## config.mk

```make
export PLATFORM = sky130hd
export DESIGN_NAME = regfile_wb_arbiter_flat
export DESIGN_NICKNAME = d
export VERILOG_FILES = /design/src/rtl/regfile_wb_arbiter_pkg.sv /design/src/rtl/regfile_wb_arbiter_if.sv /design/src/rtl/regfile_wb_arbiter_wb_scoreboard.sv /design/src/rtl/regfile_wb_arbiter.sv /design/src/flat_wrapper.sv
export SDC_FILE = /design/constraint.sdc
export NUM_CORES = 1
export LEC_CHECK = 0
export CORE_MARGIN = 2
export CORE_UTILIZATION = 41
export DETAILED_ROUTE_END_ITERATION = 10
export PLACE_DENSITY = 0.89
export SYNTH_ARGS = -nofsm -noshare
export SYNTH_HDL_FRONTEND = slang
export SYNTH_SLANG_ARGS = --single-unit
```

## constraint.sdc

```tcl
create_clock -name i_clock -period 3.4 [get_ports i_clock]
set_input_delay 0.68 -clock i_clock [delete_from_list [all_inputs] [get_ports i_clock]]
set_output_delay 0.68 -clock i_clock [all_outputs]
set_load 0.01 [all_outputs]
```

## src/rtl/regfile_wb_arbiter_pkg.sv

```systemverilog
// Shared constants and types for the register-file writeback arbiter.
package regfile_wb_arbiter_pkg;

  localparam int XLEN       = 32;
  localparam int REG_ADDR_W = 5;
  localparam int NUM_REGS   = 32;

  localparam logic                  REG_WRITE_ENABLE = 1'b1;
  localparam logic [XLEN-1:0]       ZERO_WORD        = '0;
  localparam logic [REG_ADDR_W-1:0] ZERO_REG         = '0;

  typedef logic [REG_ADDR_W-1:0] reg_addr_t;

  // Which writeback source owns the register file write port this cycle.
  typedef enum logic [1:0] {
    GRANT_NONE = 2'd0,
    GRANT_A    = 2'd1,
    GRANT_B    = 2'd2
  } grant_e;

  // One-hot decode of a register index into a bitmap position.
  function automatic logic [NUM_REGS-1:0] rd_onehot(input reg_addr_t rd);
    return NUM_REGS'(1) << rd;
  endfunction

endpackage

```

## src/rtl/regfile_wb_arbiter_if.sv

```systemverilog
// Writeback request channels (pipeline port A, mul/div port B) plus the
// mul/div issue notification that feeds the pending-destination scoreboard.
interface regfile_wb_arbiter_if
  import regfile_wb_arbiter_pkg::*;
#(
  parameter int XLEN = regfile_wb_arbiter_pkg::XLEN
) ();

  logic            a_valid;
  logic            a_ready;
  reg_addr_t       a_rd;
  logic [XLEN-1:0] a_data;

  logic            b_valid;
  logic            b_ready;
  reg_addr_t       b_rd;
  logic [XLEN-1:0] b_data;

  logic            b_issue;
  reg_addr_t       b_issue_rd;

  // Writeback sources: drive requests, observe grants.
  modport master (
    output a_valid, a_rd, a_data,
    output b_valid, b_rd, b_data,
    output b_issue, b_issue_rd,
    input  a_ready, b_ready
  );

  // Arbiter: observe requests, drive grants.
  modport slave (
    input  a_valid, a_rd, a_data,
    input  b_valid, b_rd, b_data,
    input  b_issue, b_issue_rd,
    output a_ready, b_ready
  );

endinterface

```

## src/rtl/regfile_wb_arbiter_wb_scoreboard.sv

```systemverilog
// Pending-destination bitmap for outstanding mul/div writebacks.
// A set and a clear of the same register on one edge leaves the bit set,
// because the set belongs to a newer operation than the write being retired.
module wb_scoreboard
  import regfile_wb_arbiter_pkg::*;
(
  input  logic                i_clock,
  input  logic                i_reset_n,
  input  logic                i_set,
  input  reg_addr_t           i_set_rd,
  input  logic                i_clr,
  input  reg_addr_t           i_clr_rd,
  output logic [NUM_REGS-1:0] o_pending
);

  logic [NUM_REGS-1:0] pending_p0;
  logic [NUM_REGS-1:0] set_mask;
  logic [NUM_REGS-1:0] clr_mask;
  logic [NUM_REGS-1:0] pending_nxt;

  // Next bitmap: clear first, then set, so a same-edge set wins; x0 never pends.
  always_comb begin
    set_mask    = i_set ? rd_onehot(i_set_rd) : '0;
    clr_mask    = i_clr ? rd_onehot(i_clr_rd) : '0;
    pending_nxt = (pending_p0 & ~clr_mask) | set_mask;
    pending_nxt[0] = 1'b0;
  end

  // Bitmap register, wiped by reset along with all in-flight operations.
  always_ff @(posedge i_clock) begin
    if (!i_reset_n) begin
      pending_p0 <= '0;
    end else begin
      pending_p0 <= pending_nxt;
    end
  end

  assign o_pending = pending_p0;

endmodule

```

## src/rtl/regfile_wb_arbiter.sv

```systemverilog
// Register-file write-port arbiter: pipeline writeback (A) has priority,
// mul/div writeback (B) is forced through after STARVE_LIMIT denied cycles.
// The winning write is registered onto the register file write interface.
module regfile_wb_arbiter
  import regfile_wb_arbiter_pkg::*;
#(
  parameter int STARVE_LIMIT = 4,
  parameter int XLEN         = regfile_wb_arbiter_pkg::XLEN
) (
  input  logic                 i_clock,
  input  logic                 i_reset_n,
  regfile_wb_arbiter_if.slave  wb,
  output logic [NUM_REGS-1:0]  o_pending,
  output logic                 o_readwrite,
  output reg_addr_t            o_writereg,
  output logic [XLEN-1:0]      o_writedata
);

  localparam logic [3:0] STARVE_MAX = 4'(STARVE_LIMIT);

  logic [3:0]      starve_cnt_p0;
  logic            force_b;
  grant_e          grant;
  logic            a_xfer;
  logic            b_xfer;
  reg_addr_t       sel_rd;
  logic [XLEN-1:0] sel_data;
  logic            sb_set;

  logic            wr_vld_p1;
  reg_addr_t       wr_rd_p1;
  logic [XLEN-1:0] wr_data_p1;

  // Saturating increment so the counter never runs past the force threshold.
  function automatic logic [3:0] starve_sat_inc(input logic [3:0] cnt);
    if (cnt >= STARVE_MAX) begin
      return STARVE_MAX;
    end
    return cnt + 4'd1;
  endfunction

  // Grant decision from the valids and the starvation count only; reset blocks both.
  always_comb begin
    force_b = wb.b_valid && (starve_cnt_p0 == STARVE_MAX);
    grant   = GRANT_NONE;
    if (!i_reset_n) begin
      grant = GRANT_NONE;
    end else if (wb.a_valid && !force_b) begin
      grant = GRANT_A;
    end else if (wb.b_valid) begin
      grant = GRANT_B;
    end
  end

  assign wb.a_ready = (grant == GRANT_A);
  assign wb.b_ready = (grant == GRANT_B);
  assign a_xfer     = wb.a_valid && wb.a_ready;
  assign b_xfer     = wb.b_valid && wb.b_ready;

  // Select the winning source's destination and data for the output stage.
  always_comb begin
    sel_rd   = ZERO_REG;
    sel_data = XLEN'(ZERO_WORD);
    if (a_xfer) begin
      sel_rd   = wb.a_rd;
      sel_data = wb.a_data;
    end else if (b_xfer) begin
      sel_rd   = wb.b_rd;
      sel_data = wb.b_data;
    end
  end

  // Count consecutive cycles B waits while valid; any grant or idle B restarts it.
  always_ff @(posedge i_clock) begin
    if (!i_reset_n) begin
      starve_cnt_p0 <= 4'd0;
    end else if (wb.b_valid && !b_xfer) begin
      starve_cnt_p0 <= starve_sat_inc(starve_cnt_p0);
    end else begin
      starve_cnt_p0 <= 4'd0;
    end
  end

  // ---- stage p0 -> p1: register the granted write; x0 writes are swallowed ----
  always_ff @(posedge i_clock) begin
    if (!i_reset_n) begin
      wr_vld_p1  <= 1'b0;
      wr_rd_p1   <= ZERO_REG;
      wr_data_p1 <= XLEN'(ZERO_WORD);
    end else if (a_xfer || b_xfer) begin
      wr_vld_p1  <= (sel_rd != ZERO_REG) ? REG_WRITE_ENABLE : 1'b0;
      wr_rd_p1   <= sel_rd;
      wr_data_p1 <= sel_data;
    end else begin
      wr_vld_p1  <= 1'b0;
      wr_rd_p1   <= ZERO_REG;
      wr_data_p1 <= XLEN'(ZERO_WORD);
    end
  end

  assign o_readwrite = wr_vld_p1;
  assign o_writereg  = wr_rd_p1;
  assign o_writedata = wr_data_p1;

  assign sb_set = wb.b_issue && (wb.b_issue_rd != ZERO_REG);

  wb_scoreboard u_scoreboard (
    .i_clock   (i_clock),
    .i_reset_n (i_reset_n),
    .i_set     (sb_set),
    .i_set_rd  (wb.b_issue_rd),
    .i_clr     (b_xfer),
    .i_clr_rd  (wb.b_rd),
    .o_pending (o_pending)
  );

  a_one_grant: assert property (@(posedge i_clock) !(wb.a_ready && wb.b_ready));
  a_ready_needs_valid: assert property (@(posedge i_clock)
    (!wb.a_ready || wb.a_valid) && (!wb.b_ready || wb.b_valid));
  a_x0_never_pending: assert property (@(posedge i_clock) o_pending[0] == 1'b0);
  a_starve_bounded: assert property (@(posedge i_clock) starve_cnt_p0 <= STARVE_MAX);

endmodule

```

## src/flat_wrapper.sv

```systemverilog
// flat-port wrapper written by rule: the top's interface ports become plain ports
module regfile_wb_arbiter_flat import regfile_wb_arbiter_pkg::*;
#(
  parameter int STARVE_LIMIT = 4,
  parameter int XLEN         = regfile_wb_arbiter_pkg::XLEN
)
  (i_clock, i_reset_n, o_pending, o_readwrite, o_writereg, o_writedata, wb_a_valid, wb_a_rd, wb_a_data, wb_b_valid, wb_b_rd, wb_b_data, wb_b_issue, wb_b_issue_rd, wb_a_ready, wb_b_ready);
  regfile_wb_arbiter_if #(.XLEN(XLEN)) wb_i ();
  input  logic i_clock;
  input  logic i_reset_n;
  output logic [NUM_REGS-1:0] o_pending;
  output logic o_readwrite;
  output reg_addr_t o_writereg;
  output logic [XLEN-1:0] o_writedata;
  input wire logic [$bits(wb_i.a_valid)-1:0] wb_a_valid;
  input wire logic [$bits(wb_i.a_rd)-1:0] wb_a_rd;
  input wire logic [$bits(wb_i.a_data)-1:0] wb_a_data;
  input wire logic [$bits(wb_i.b_valid)-1:0] wb_b_valid;
  input wire logic [$bits(wb_i.b_rd)-1:0] wb_b_rd;
  input wire logic [$bits(wb_i.b_data)-1:0] wb_b_data;
  input wire logic [$bits(wb_i.b_issue)-1:0] wb_b_issue;
  input wire logic [$bits(wb_i.b_issue_rd)-1:0] wb_b_issue_rd;
  output wire logic [$bits(wb_i.a_ready)-1:0] wb_a_ready;
  output wire logic [$bits(wb_i.b_ready)-1:0] wb_b_ready;
  assign wb_i.a_valid = wb_a_valid;
  assign wb_i.a_rd = wb_a_rd;
  assign wb_i.a_data = wb_a_data;
  assign wb_i.b_valid = wb_b_valid;
  assign wb_i.b_rd = wb_b_rd;
  assign wb_i.b_data = wb_b_data;
  assign wb_i.b_issue = wb_b_issue;
  assign wb_i.b_issue_rd = wb_b_issue_rd;
  assign wb_a_ready = wb_i.a_ready;
  assign wb_b_ready = wb_i.b_ready;
  regfile_wb_arbiter #(.STARVE_LIMIT(STARVE_LIMIT), .XLEN(XLEN)) u_core (.i_clock(i_clock), .i_reset_n(i_reset_n), .wb(wb_i), .o_pending(o_pending), .o_readwrite(o_readwrite), .o_writereg(o_writereg), .o_writedata(o_writedata));
endmodule
```

# Word level (Yosys, flattened, before mapping)
# Index checks and enable logic that the tools add are counted.
# classes
n_addsub	1
magnitude_cmp	1
eq_ne	3
n_shift	2
muxes	15
bitwise_logic	3
n_reduce_logical	13
# ops
op	count
two-way mux 32 bit	4
<< shifter 1 x 5 -> 32 bit (first input constant)	2
bitwise AND 32 bit	1
inverter 32 bit	1
bitwise OR 32 bit	1
two-way mux 5 bit	2
nonzero test 5 bit	2
two-way mux 4 bit	2
logical AND 1 bit	6
two-way mux 2 bit	3
adder 4 x 1 -> 4 bit (second input constant)	1
== test 4 x 3 -> 1 bit (second input constant)	1
>= comparator 4 x 3 -> 1 bit (second input constant)	1
two-way mux 1 bit	4
AND reduction 2 bit	2
== test 2 x 1 -> 1 bit (second input constant)	1
== test 2 bit (second input constant)	1
logical NOT 1 bit	2
logical OR 1 bit	1
# word_totals
reg_bits	74
input_bits	84
output_inout_bits	72
wordCells	44

# Longest topological paths before layout
# logic_depth
depth_word	13
depth_mapped	8
depth_no_buf	6

# Cells and area by module
# From an unflattened synthesis, not the netlist that was laid out.
# unflattened
cells_unflattened	263
hier_area_um2	2777.7
# modules_own_cells
module	n_inst	cells_per_inst	area_each_um2	seq_area_each_um2
wb_scoreboard	1	149	1398.8	620.6
regfile_wb_arbiter	1	114	1378.8	840.8

# Worst setup path after synthesis
# Ideal clock, no wire load.
# synth_timing
path_kind	input to output
start	input port i_reset_n
end	output port wb_b_ready
arrival_ps	1321
required_ps	2720
slack_ps	1399
stages	5
path_buffers	3
path_cell_list	buf_4 -> nand2_1 -> a21oi_2 -> buf_4 -> buf_4
# synth_via
elab_chain_len	2
# synth_rtl
element	line_no	text
from (decl)	flat_wrapper.sv:10	input logic i_reset_n;
two-way mux 2 bit	regfile_wb_arbiter.sv:46	if (!i_reset_n) begin
== test 2 bit	regfile_wb_arbiter.sv:56	assign wb.b_ready = (grant == GRANT_B);
to (decl)	flat_wrapper.sv:24	output wire logic [$bits(wb_i.b_ready)-1:0] wb_b_ready;
# Every way passes these cells.

# Final worst setup path
# layout_timing
start	input port wb_b_valid
end	output port wb_b_ready
# layout_via
elab_chain_len	6
elab_cells_between_ends	7
cone_classes	eq/ne: 1; mux: 3; reduce/logical: 3
# layout_rtl
element	line_no	text
from (decl)	flat_wrapper.sv:18	input wire logic [$bits(wb_i.b_valid)-1:0] wb_b_valid;
logical AND 1 bit	regfile_wb_arbiter.sv:44	force_b = wb.b_valid && (starve_cnt_p0 == STARVE_MAX);
logical NOT 1 bit	regfile_wb_arbiter.sv:48	end else if (wb.a_valid && !force_b) begin
logical AND 1 bit	regfile_wb_arbiter.sv:48	
two-way mux 2 bit *	regfile_wb_arbiter.sv:48	
two-way mux 2 bit *	regfile_wb_arbiter.sv:46	
== test 2 bit *	regfile_wb_arbiter.sv:56	
# Mark *: on every way between the ends. The rest lies on a longest branch, timed or not.

==> flow_metrics.tcl <==
set metrics [dict create \
    place_inst 482 \
    place_area_sq_um 4350 \
    firstDrtPassIters 4 \
    path_clk_slew_ps 70 \
    n_antenna_cell 0 \
    totalWireLength_um 8810 \
    setup_tns_ps 0 \
    sw_frac_of_total_pct 24.2 \
    worstRegToRegCells 7 \
    combPwrFrac_pct 16.6 \
    grt_overflow 0 \
    ctsResizeCount 0 \
    grt_use_total_pct 23.0 \
    maxCapViolations 0 \
    port_buffers 154 \
    mostFrequentLayoutCells "154 x clkdlybuf4s50_1, 73 x dfxtp_1, 37 x a22o_1" \
    power_density_nw_per_um2 417 \
    fin_crit_sh_pct 85.4 \
    crit_required_ps 2720 \
    switchingPower_uw 460 \
    pwr-share-seq_pct 47.9 \
    clockPowerShare_pct 35.5 \
    place_congestion 0.883 \
    cp_max_fo 7 \
    crit_type "input pin to output port" \
    max_stage_delay_ps 670 \
    synth.top_cell.area_share_pct 52.4 \
    fin_cells 498 \
    status "completed" \
    core_area_sq_um 6680 \
    seq_area_frac_synth_pct 52.4 \
    r2r-start "u_core.starve_cnt_p0[0]$_SDFF_PP0_" \
    tightest_slew_ps 533 \
    post_cts_hold_buffer_count 0 \
    rsz0062_at_grt "no" \
    fp.dieArea_sq_um 7470 \
    hold_viol_final 0 \
    crit_chain "clkdlybuf4s50_1 > nand2_1 > a21oi_4 > clkdlybuf4s50_1" \
    drtIter0Drc 136 \
    critPathCaptureType "output port" \
    drcViolationCount 0 \
    cts_tree "yes" \
    post-route-min-period_ps 2900 \
    r2r_setup_slack_ps 1310 \
    htree_levels 3 \
    grt_pass1_vias 2697 \
    start_util_pct 41.7 \
    cts_sinks 73 \
    synth_cell_types 46 \
    hold_start "u_core.starve_cnt_p0[0]$_SDFF_PP0_" \
    grt_max_degree 49 \
    hold_path_end "u_core.starve_cnt_p0[0]$_SDFF_PP0_" \
    synth-seq-cells 73 \
    cts_buffer_depth 2 \
    via_per_inst 5.65 \
    dieWidth_um 86.4 \
    ant_nets 0 \
    postCtsSetupRepairBufs 0 \
    hold_depth 1 \
    clock_skew_ps 8.74 \
    wl_per_cell_um 17.7 \
    design_area_sq_um 4550 \
    hp-class "register to register" \
    dieHeight_um 86.4 \
    synth_edf_count 0 \
    cp_common_cell "clkdlybuf4s50_1" \
    rows 30 \
    final_common_cell "clkdlybuf4s50_1" \
    ys_async_sr_fraction_pct 0 \
    antenna_found_initial 0 \
    synth_area_leaders "dfxtp_1 52%, a22o_1 12%, nand2_1 3.0%, o311ai_1 2.5%, buf_4 1.9%" \
    netlist_instances 265 \
    cts_root_buf "clkbuf_8" \
    drive_gt1_share_pct 7.18 \
    internal_power_uw 1440 \
    slew_headroom_pct 64.4 \
    syn_avg_cell_area_sq_um 10.5 \
    syn2layout_area_growth_pct 63.3 \
    dp_hpwl_um 6460 \
    insertion_delay_ps 340 \
    cts_made_buffers 9 \
    final_nets 499 \
    max_freq_mhz 345 \
    arrival_ps 2220 \
    syn_area_sq_um 2790 \
    rr_endpoint "u_core.u_scoreboard.o_pending[11]$_SDFF_PN0_" \
    power.leakage_uw 0.00166 \
    finalSetupViolations 0 \
    vias 2812 \
    slowest_stage "clkdlybuf4s50_1" \
    worst_setup_path_start_kind "input pin" \
    ir_worst_vdd_mv 0.228 \
    yosys_warnings 0 \
    io_pins 156 \
    grt_pass1_wl_um 13500 \
    final_max_slew_viol_count 0 \
    synth_area_leader_cell "dfxtp_1" \
    synth_flop_cell "dfxtp_1" \
]
==> layer usage <==
| layer | GRT usage (%) | up-vias | wire length, um |
|---|---|---|---|
| li1 | - | 1318 | - |
| met1 | 27.3 | 1332 | 3510 |
| met2 | 40.7 | 147 | 4400 |
| met3 | 5.14 | 15 | 748 |
| met4 | 7.95 | 0 | 157 |
| met5 | 0 | - | 0 |
==> critical path, delay by kind of cell <==
family / cells / cell delay, ps
buffers and inverters: 2 / 1230
AO/OA/AOI/OAI: 1 / 170
AND/OR/NAND/NOR: 1 / 150
==> power groups by stage <==
stage	combinational, uW	clock (uW)	sequential (uW)
CTS	315	683	910
global route	334	713	913
global placement	309	0	928
detailed placement	313	0	930
floorplan	92.9	0	948
finish	315	673	910
==> cell type report <==
| class | instances | area [sq um] |
|---|---|---|
| fillers | 516 | 2130 |
| clock inverters | 5 | 55.1 |
| clock buffers | 11 | 141 |
| well taps | 80 | 100 |
| flip-flops and latches | 73 | 1460 |
| inverters | 5 | 18.8 |
| multi-input cells | 167 | 1210 |
| repair buffers | 157 | 1560 |
==> cells by family (layout without fill, tap and decap cells) <==
logic type	Yosys count	in the layout	share of synthesized area [%]
other	1	2	0.135
and+or+nand+nor	66	66	13.1
DFF	73	73	52.4
buffers and inverters	26	178	5.21
adders and majority gates	2	2	0.898
AOI/OAI and AO/OA	97	97	28.2
==> synth_stat cells (3+ instances only) <==
cell,number
o21ai_1,7
a22o_1,37
o22ai_1,7
buf_4,7
dfxtp_1,73
nand4_1,6
nand3_1,5
nand3b_1,5
inv_1,5
o311ai_0,5
nor2_1,6
a31o_2,4
buf_2,5
o21bai_1,6
o311ai_1,8
and4_1,3
o21ai_0,9
clkbuf_1,7
nand2_1,22
nor3_1,4
==> flip-flops by register name, summed over array words and instances (netlist names) <==
name,flops
u_core.o_readwrite,1
u_core.o_writereg,5
u_core.u_scoreboard.o_pending,31
u_core.starve_cnt_p0,4
u_core.o_writedata,32
==> stage by stage <==
step | hold WS, ps | utilization [%] | setup WS, ps | power, uW
2_1_floorplan | 428 | - | 1400 | 1040
6_report | 460 | 68.1 | 498 | 1900
5_1_grt | 498 | 68.1 | 430 | 1960
3_5_place_dp | 454 | 65.2 | 491 | 1240
4_1_cts | 465 | 68.1 | 478 | 1910
3_3_place_gp | 436 | 65.2 | 532 | 1240
==> how the worst max path moves through the flow <==
stage | startpoint | end | slack (ps) | depth (start not counted)
after detailed placement | wb_b_valid | wb_b_ready | 490 | 4
final | wb_b_valid | wb_b_ready | 500 | 4
after CTS | wb_b_valid | wb_b_ready | 480 | 4
after global routing | wb_b_valid | wb_b_ready | 430 | 4
after floorplan | i_reset_n | wb_b_ready | 1400 | 5
after global placement | wb_b_valid | wb_b_ready | 530 | 4
Note: power is estimated with default switching activity, not from simulation.
